==> src/rtl/dsp_adder_arbiter_if.sv <==
// rtl/dsp_adder_arbiter_if.sv - requester, result and DSP-side signals of the shared adder arbiter
interface dsp_adder_arbiter_if #(
    parameter int WIDTH = 32
);
    logic             req0;
    logic             addsub0;
    logic [WIDTH-1:0] a0;
    logic [WIDTH-1:0] b0;
    logic             req1;
    logic             addsub1;
    logic [WIDTH-1:0] a1;
    logic [WIDTH-1:0] b1;
    logic             ack0;
    logic             ack1;
    logic [WIDTH-1:0] result;
    logic             result_zero;
    logic             busy;
    logic [WIDTH-1:0] dsp_in1;
    logic [WIDTH-1:0] dsp_in2;
    logic             dsp_addsub;
    logic [WIDTH-1:0] dsp_out;

    modport master (
        output req0, addsub0, a0, b0, req1, addsub1, a1, b1, dsp_out,
        input  ack0, ack1, result, result_zero, busy, dsp_in1, dsp_in2, dsp_addsub
    );

    modport slave (
        input  req0, addsub0, a0, b0, req1, addsub1, a1, b1, dsp_out,
        output ack0, ack1, result, result_zero, busy, dsp_in1, dsp_in2, dsp_addsub
    );
endinterface

==> src/rtl/dsp_adder_arbiter.sv <==
// rtl/dsp_adder_arbiter.sv - shares one adder_dsp add/sub between two requesters, one op per 3 cycles
// Define DSP_ARB_FIXED_PRIORITY_EN to give requester 0 every tie instead of round robin.
module dsp_adder_arbiter #(
    parameter int WIDTH = 32
) (
    input logic                 clk,
    input logic                 reset,
    dsp_adder_arbiter_if.slave  bus
);
    typedef enum logic [1:0] {
        S_IDLE  = 2'd0,
        S_ISSUE = 2'd1,
        S_DONE  = 2'd2
    } state_t;

    state_t           r_state;
    state_t           w_next_state;
    logic             w_grant_valid;
    logic             w_winner;
    logic             r_owner;
    logic [WIDTH-1:0] r_dsp_in1;
    logic [WIDTH-1:0] r_dsp_in2;
    logic             r_dsp_addsub;
    logic [WIDTH-1:0] r_result;
    logic             r_result_zero;
    logic             r_ack0;
    logic             r_ack1;
`ifndef DSP_ARB_FIXED_PRIORITY_EN
    logic             r_last_grant;
`endif

    always_ff @(posedge clk) begin
        if (reset) begin
            r_state <= S_IDLE;
        end else begin
            r_state <= w_next_state;
        end
    end

    always_comb begin
        w_next_state  = r_state;
        w_grant_valid = 1'b0;
        w_winner      = 1'b0;
        case (r_state)
            S_IDLE: begin
                if (bus.req0 || bus.req1) begin
                    w_grant_valid = 1'b1;
                    w_next_state  = S_ISSUE;
`ifdef DSP_ARB_FIXED_PRIORITY_EN
                    w_winner = !bus.req0;
`else
                    // On a tie the requester that did not win last time goes next
                    w_winner = (bus.req0 && bus.req1) ? !r_last_grant : !bus.req0;
`endif
                end
            end
            S_ISSUE: w_next_state = S_DONE;
            S_DONE:  w_next_state = S_IDLE;
            default: w_next_state = S_IDLE;
        endcase
    end

    always_ff @(posedge clk) begin
        if (reset) begin
            r_owner       <= 1'b0;
            r_dsp_in1     <= '0;
            r_dsp_in2     <= '0;
            r_dsp_addsub  <= 1'b0;
            r_result      <= '0;
            r_result_zero <= 1'b0;
            r_ack0        <= 1'b0;
            r_ack1        <= 1'b0;
`ifndef DSP_ARB_FIXED_PRIORITY_EN
            r_last_grant  <= 1'b1;
`endif
        end else begin
            if (w_grant_valid) begin
                r_owner      <= w_winner;
                r_dsp_in1    <= w_winner ? bus.a1 : bus.a0;
                r_dsp_in2    <= w_winner ? bus.b1 : bus.b0;
                r_dsp_addsub <= w_winner ? bus.addsub1 : bus.addsub0;
`ifndef DSP_ARB_FIXED_PRIORITY_EN
                r_last_grant <= w_winner;
`endif
            end
            // DSP inputs have been stable for the full ISSUE cycle, so dsp_out is settled here
            if (r_state == S_ISSUE) begin
                r_result      <= bus.dsp_out;
                r_result_zero <= (bus.dsp_out == '0);
                r_ack0        <= !r_owner;
                r_ack1        <= r_owner;
            end
            if (r_state == S_DONE) begin
                r_ack0 <= 1'b0;
                r_ack1 <= 1'b0;
            end
        end
    end

    assign bus.ack0        = r_ack0;
    assign bus.ack1        = r_ack1;
    assign bus.result      = r_result;
    assign bus.result_zero = r_result_zero;
    assign bus.busy        = (r_state != S_IDLE);
    assign bus.dsp_in1     = r_dsp_in1;
    assign bus.dsp_in2     = r_dsp_in2;
    assign bus.dsp_addsub  = r_dsp_addsub;
endmodule

==> src/flat_wrapper.sv <==
// flat-port wrapper written by rule: the top's interface ports become plain ports
module dsp_adder_arbiter_flat 
#(
    parameter int WIDTH = 32
)
  (clk, reset, bus_req0, bus_addsub0, bus_a0, bus_b0, bus_req1, bus_addsub1, bus_a1, bus_b1, bus_dsp_out, bus_ack0, bus_ack1, bus_result, bus_result_zero, bus_busy, bus_dsp_in1, bus_dsp_in2, bus_dsp_addsub);
  dsp_adder_arbiter_if #(.WIDTH(WIDTH)) bus_i ();
  input logic clk;
  input logic reset;
  input wire logic [$bits(bus_i.req0)-1:0] bus_req0;
  input wire logic [$bits(bus_i.addsub0)-1:0] bus_addsub0;
  input wire logic [$bits(bus_i.a0)-1:0] bus_a0;
  input wire logic [$bits(bus_i.b0)-1:0] bus_b0;
  input wire logic [$bits(bus_i.req1)-1:0] bus_req1;
  input wire logic [$bits(bus_i.addsub1)-1:0] bus_addsub1;
  input wire logic [$bits(bus_i.a1)-1:0] bus_a1;
  input wire logic [$bits(bus_i.b1)-1:0] bus_b1;
  input wire logic [$bits(bus_i.dsp_out)-1:0] bus_dsp_out;
  output wire logic [$bits(bus_i.ack0)-1:0] bus_ack0;
  output wire logic [$bits(bus_i.ack1)-1:0] bus_ack1;
  output wire logic [$bits(bus_i.result)-1:0] bus_result;
  output wire logic [$bits(bus_i.result_zero)-1:0] bus_result_zero;
  output wire logic [$bits(bus_i.busy)-1:0] bus_busy;
  output wire logic [$bits(bus_i.dsp_in1)-1:0] bus_dsp_in1;
  output wire logic [$bits(bus_i.dsp_in2)-1:0] bus_dsp_in2;
  output wire logic [$bits(bus_i.dsp_addsub)-1:0] bus_dsp_addsub;
  assign bus_i.req0 = bus_req0;
  assign bus_i.addsub0 = bus_addsub0;
  assign bus_i.a0 = bus_a0;
  assign bus_i.b0 = bus_b0;
  assign bus_i.req1 = bus_req1;
  assign bus_i.addsub1 = bus_addsub1;
  assign bus_i.a1 = bus_a1;
  assign bus_i.b1 = bus_b1;
  assign bus_i.dsp_out = bus_dsp_out;
  assign bus_ack0 = bus_i.ack0;
  assign bus_ack1 = bus_i.ack1;
  assign bus_result = bus_i.result;
  assign bus_result_zero = bus_i.result_zero;
  assign bus_busy = bus_i.busy;
  assign bus_dsp_in1 = bus_i.dsp_in1;
  assign bus_dsp_in2 = bus_i.dsp_in2;
  assign bus_dsp_addsub = bus_i.dsp_addsub;
  dsp_adder_arbiter #(.WIDTH(WIDTH)) u_core (.clk(clk), .reset(reset), .bus(bus_i));
endmodule
==> config.mk <==
export PLATFORM = sky130hd
export DESIGN_NAME = dsp_adder_arbiter_flat
export DESIGN_NICKNAME = d
export VERILOG_FILES = /design/src/rtl/dsp_adder_arbiter_if.sv /design/src/rtl/dsp_adder_arbiter.sv /design/src/flat_wrapper.sv
export SDC_FILE = /design/constraint.sdc
export NUM_CORES = 1
export LEC_CHECK = 0
export BUFFER_PORTS_ARGS = -buffer_cell sky130_fd_sc_hd__buf_2
export CAP_MARGIN = 20
export CORE_AREA = 2 2 105 107
export DETAILED_ROUTE_END_ITERATION = 10
export DIE_AREA = 0 0 107 109
export PLACE_DENSITY = 0.75
export SYNTH_ARGS = -nofsm -noshare
export SYNTH_HDL_FRONTEND = slang
export SYNTH_SLANG_ARGS = --single-unit
==> constraint.sdc <==
create_clock -name clk -period 2 [get_ports clk]
set_input_delay 0 -clock clk [delete_from_list [all_inputs] [get_ports clk]]
set_output_delay 0 -clock clk [all_outputs]
set_load 0.01 [all_outputs]
==> summary.md <==
| Metric | Value |
|---|---|
| Crit path cell chain | `or2_4, or2_2, buf_4, nand2_1, a21oi_1` |
| Area delta synth->final | `71.0%` |
| Unrepaired setup endpoints after global routing | `false` |
| Port-buffer cells | `~270` |
| Outcome | `finished, final reports clean` |
| Post-synthesis sequential area ratio | `51.2%` |
| Sink Count | `104` |
| Total number of vias | `5186` |
| Slowest stage delay, CP | `0.38 ns` |
| PD cells | `724 mW/mm^2` |
| Slew Limit Fails | `0` |
| VDD IR max | `approximately 450 uV` |
| Remaining DRCs | `0` |
| Clock root cell | `clkbuf_8` |
| Share of layout cells above drive strength 1 | `35.3%` |
| Global-route wire length before repair | `23.3 mm` |
| Reg clk slew, reported paths | `0.11 ns` |
| Core area | `~0.011 mm^2` |
| Fin nets | `1008` |
| Most common cell after layout, fill and taps aside | `buf_2` |
| Final setup vio count | `0` |
| Mapped Nets | `644` |
| Sw frac | `29.1%` |
| Worst Setup Start Kind | `register` |
| Crit-path slowest cell | `dfxtp_1` |
| XOR/XNOR share of the synthesized area | `0%` |
| Fmax | `approximately 0.61 GHz` |
| Worst slew margin | `54.4%` |
| Rows | `38` |
| Clock Tree Buf Depth | `2` |
| Pint | `3.56 mW` |
| YS warnings | `0` |
| Vias per inst | `about 5.2` |
| Period minus WS final | `about 1.6 ns` |
| ANT nets after route | `0` |
| GRT overflow | `0` |
| # fillers | `795` |
| Cell count after synthesis | `478` |
| Die Wd | `around 110 um` |
| Num CTS Buffers | `9` |
| Clk_skew | `slightly below 0.02 ns` |
| Clk Latency, worst-skew pair | `0.36 ns` |
| All-Layer GR Usage | `25.1%` |
| Final Hold Fails | `0` |
| DRT iter0 DRCs | `360` |
| Cells after DPL | `846` |
| H-Tree Depth | `3` |
| Worst-margin pin slew | `0.684 ns` |
| Worst Hold Class | `in2reg` |
| Initial antenna violation count | `2` |
| Period utilization | `82.1%` |
| Critical Path Sink Type | `register` |
| Post-synthesis mux area share | `0.246%` |
| TritonCTS clock tree | `built` |
| Clock share of power | `28.9%` |
| #FFs+latches synth | `104` |
| Distinct cells, synth | `22` |
| CTS resizes | `0` |
| Initial Util | `38.3%` |
| Simple-gate share of the synthesized area | `15.5%` |
| Die Ht | `roughly 110 um` |
| Main combinational cell family by area after synthesis | `compound AO/OA/AOI/OAI gates` |
| Combinational Power Share | `24.5%` |
| Routed WL per cell | `between 15 and 20 um` |
| Mapped cell area | `a little over 0.004 mm^2` |
| Pre-Repair DR Iteration Count | `6` |
| RD Place Congestion | `0.848` |
| Max-cap violations | `0` |
| Boundary Pins | `267` |
| Adder-Cell Fraction of Synth Area | `0%` |
| Synth Area in Compound Gates | `27.0%` |
| Syn_area_per_cell | `8.50 um^2` |
| Die area | `0.0117 mm^2` |
| Most frequent cells in the layout | `buf_2, nand2_1, dlygate4sd3_1, dfxtp_1, a21oi_1` |
| Vias in the first global route | `5057` |
| Leakage | `3.11 nW` |
| Detailed placement HPWL | `8.85 mm` |
| Setup TNS | `0 ns` |
| Worst path required time | `between 2 and 2.5 ns` |
| Reg power frac | `a little under half` |
| Total power | `5.03 mW` |
| Worst EP arrival | `1.87 ns` |
| Critical path class | `reg2reg` |
| Worst-path maximum fanout | `42` |
| Fin cells | `989` |
| Largest net degree at the start of global routing | `66` |
| WL final | `15.3 mm` |
| Switching Power | `around 1.5 mW` |
-- sequential cells by signal (all words and copies together) (netlist names) --
register / cells
u_core.r_last_grant: 1
u_core.bus.dsp_addsub: 1
u_core.r_state: 2
u_core.bus.dsp_in2: 32
u_core.bus.ack0: 1
u_core.r_owner: 1
u_core.bus.result_zero: 1
u_core.bus.result: 32
u_core.bus.ack1: 1
u_core.bus.dsp_in1: 32
-- final cells by class --
class	instances	area [um^2]	share of cell area, %
Multi-Input combinational cell	325	1750	25.2
Tap cell	140	175	2.52
Antenna cell	2	5.00	0.0721
Timing Repair Buffer	402	2710	38.9
Sequential cell	104	2080	30.0
Clock inverter	7	103	1.48
Clock buffer	9	124	1.78
-- critical path, delay by kind of cell, from the launching register on --
family / cells / cell delay, ns
AOI/OAI and AO/OA: 1 / 0.07
buffers and inverters: 1 / 0.27
DFF: 1 / 0.38
and+or+nand+nor: 3 / 0.77
-- worst paths after layout --
kind	startpoint	to	slack, ns	depth (start not counted)
setup / recovery	u_core.r_state[1]	u_core.bus.dsp_in2[6]	0.36	5
hold / removal	bus_b1[21]	u_core.bus.dsp_in2[21]	0.01	3
setup reg to reg	u_core.r_state[1]	u_core.bus.dsp_in2[6]	0.36	5
hold reg to reg	u_core.bus.dsp_in1[16]	u_core.bus.dsp_in1[16]	0.45	2
-- cell families after synthesis --
logic type             Yosys count
AOI/OAI and AO/OA              168
buffers and inverters           49
DFF                            104
muxes                            1
and+or+nand+nor                156
-- timing repair --
action,4_1_cts,5_1_grt
endpoints found under the setup margin,0,0
hold buffers,124,1
setup buffers,0,0
hold endpoints to repair,91,1
-- through the flow --
stage	instance area, um^2	hold WS (ns)	setup WS (ns)	util [%]
6_report	6950	0.0138	0.358	65.5
3_5_place_dp	5460	0.260	0.390	51.5
4_1_cts	6930	0.000885	0.356	65.4
3_3_place_gp	5460	0.251	0.443	51.5
2_1_floorplan	4060	0.136	0.526	-
5_1_grt	6950	0.0119	0.272	65.5
-- Yosys cell counts (all sizes together) --
master | instances | area share (%)
or3 | 1 | 0.15
clkbuf | 28 | 2.6
a31oi | 2 | 0.31
nor2b | 1 | 0.15
a211o | 1 | 0.22
a21bo | 1 | 0.25
nor4 | 8 | 1.2
o221ai | 65 | 14
nor2 | 10 | 0.99
mux2i | 1 | 0.25
nand4 | 2 | 0.31
nand2b | 2 | 0.31
a21oi | 99 | 12
nand2 | 130 | 12
or2 | 2 | 0.37
dfxtp | 104 | 51
buf | 21 | 3.4
-- routing by layer --
layer | GRT usage [%] | vias up | part of all wire, %
li1 | - | 2451 | -
met3 | 6.58 | 75 | 8.4
met5 | 0 | - | 0
met2 | 45.1 | 342 | 51
met1 | 25.9 | 2318 | 36
met4 | 16.4 | 0 | 5.1
-- power by group through the flow --
stage | clock network, mW | registers [mW] | logic [mW]
detailed placement | 0 | 2.38 | 1.02
finish | 1.45 | 2.34 | 1.23
CTS | 1.50 | 2.33 | 1.20
global placement | 0 | 2.37 | 0.987
floorplan | 0 | 2.46 | 0.489
global route | 1.58 | 2.36 | 1.34
No activity file was read; power rests on OpenSTA's default activity.
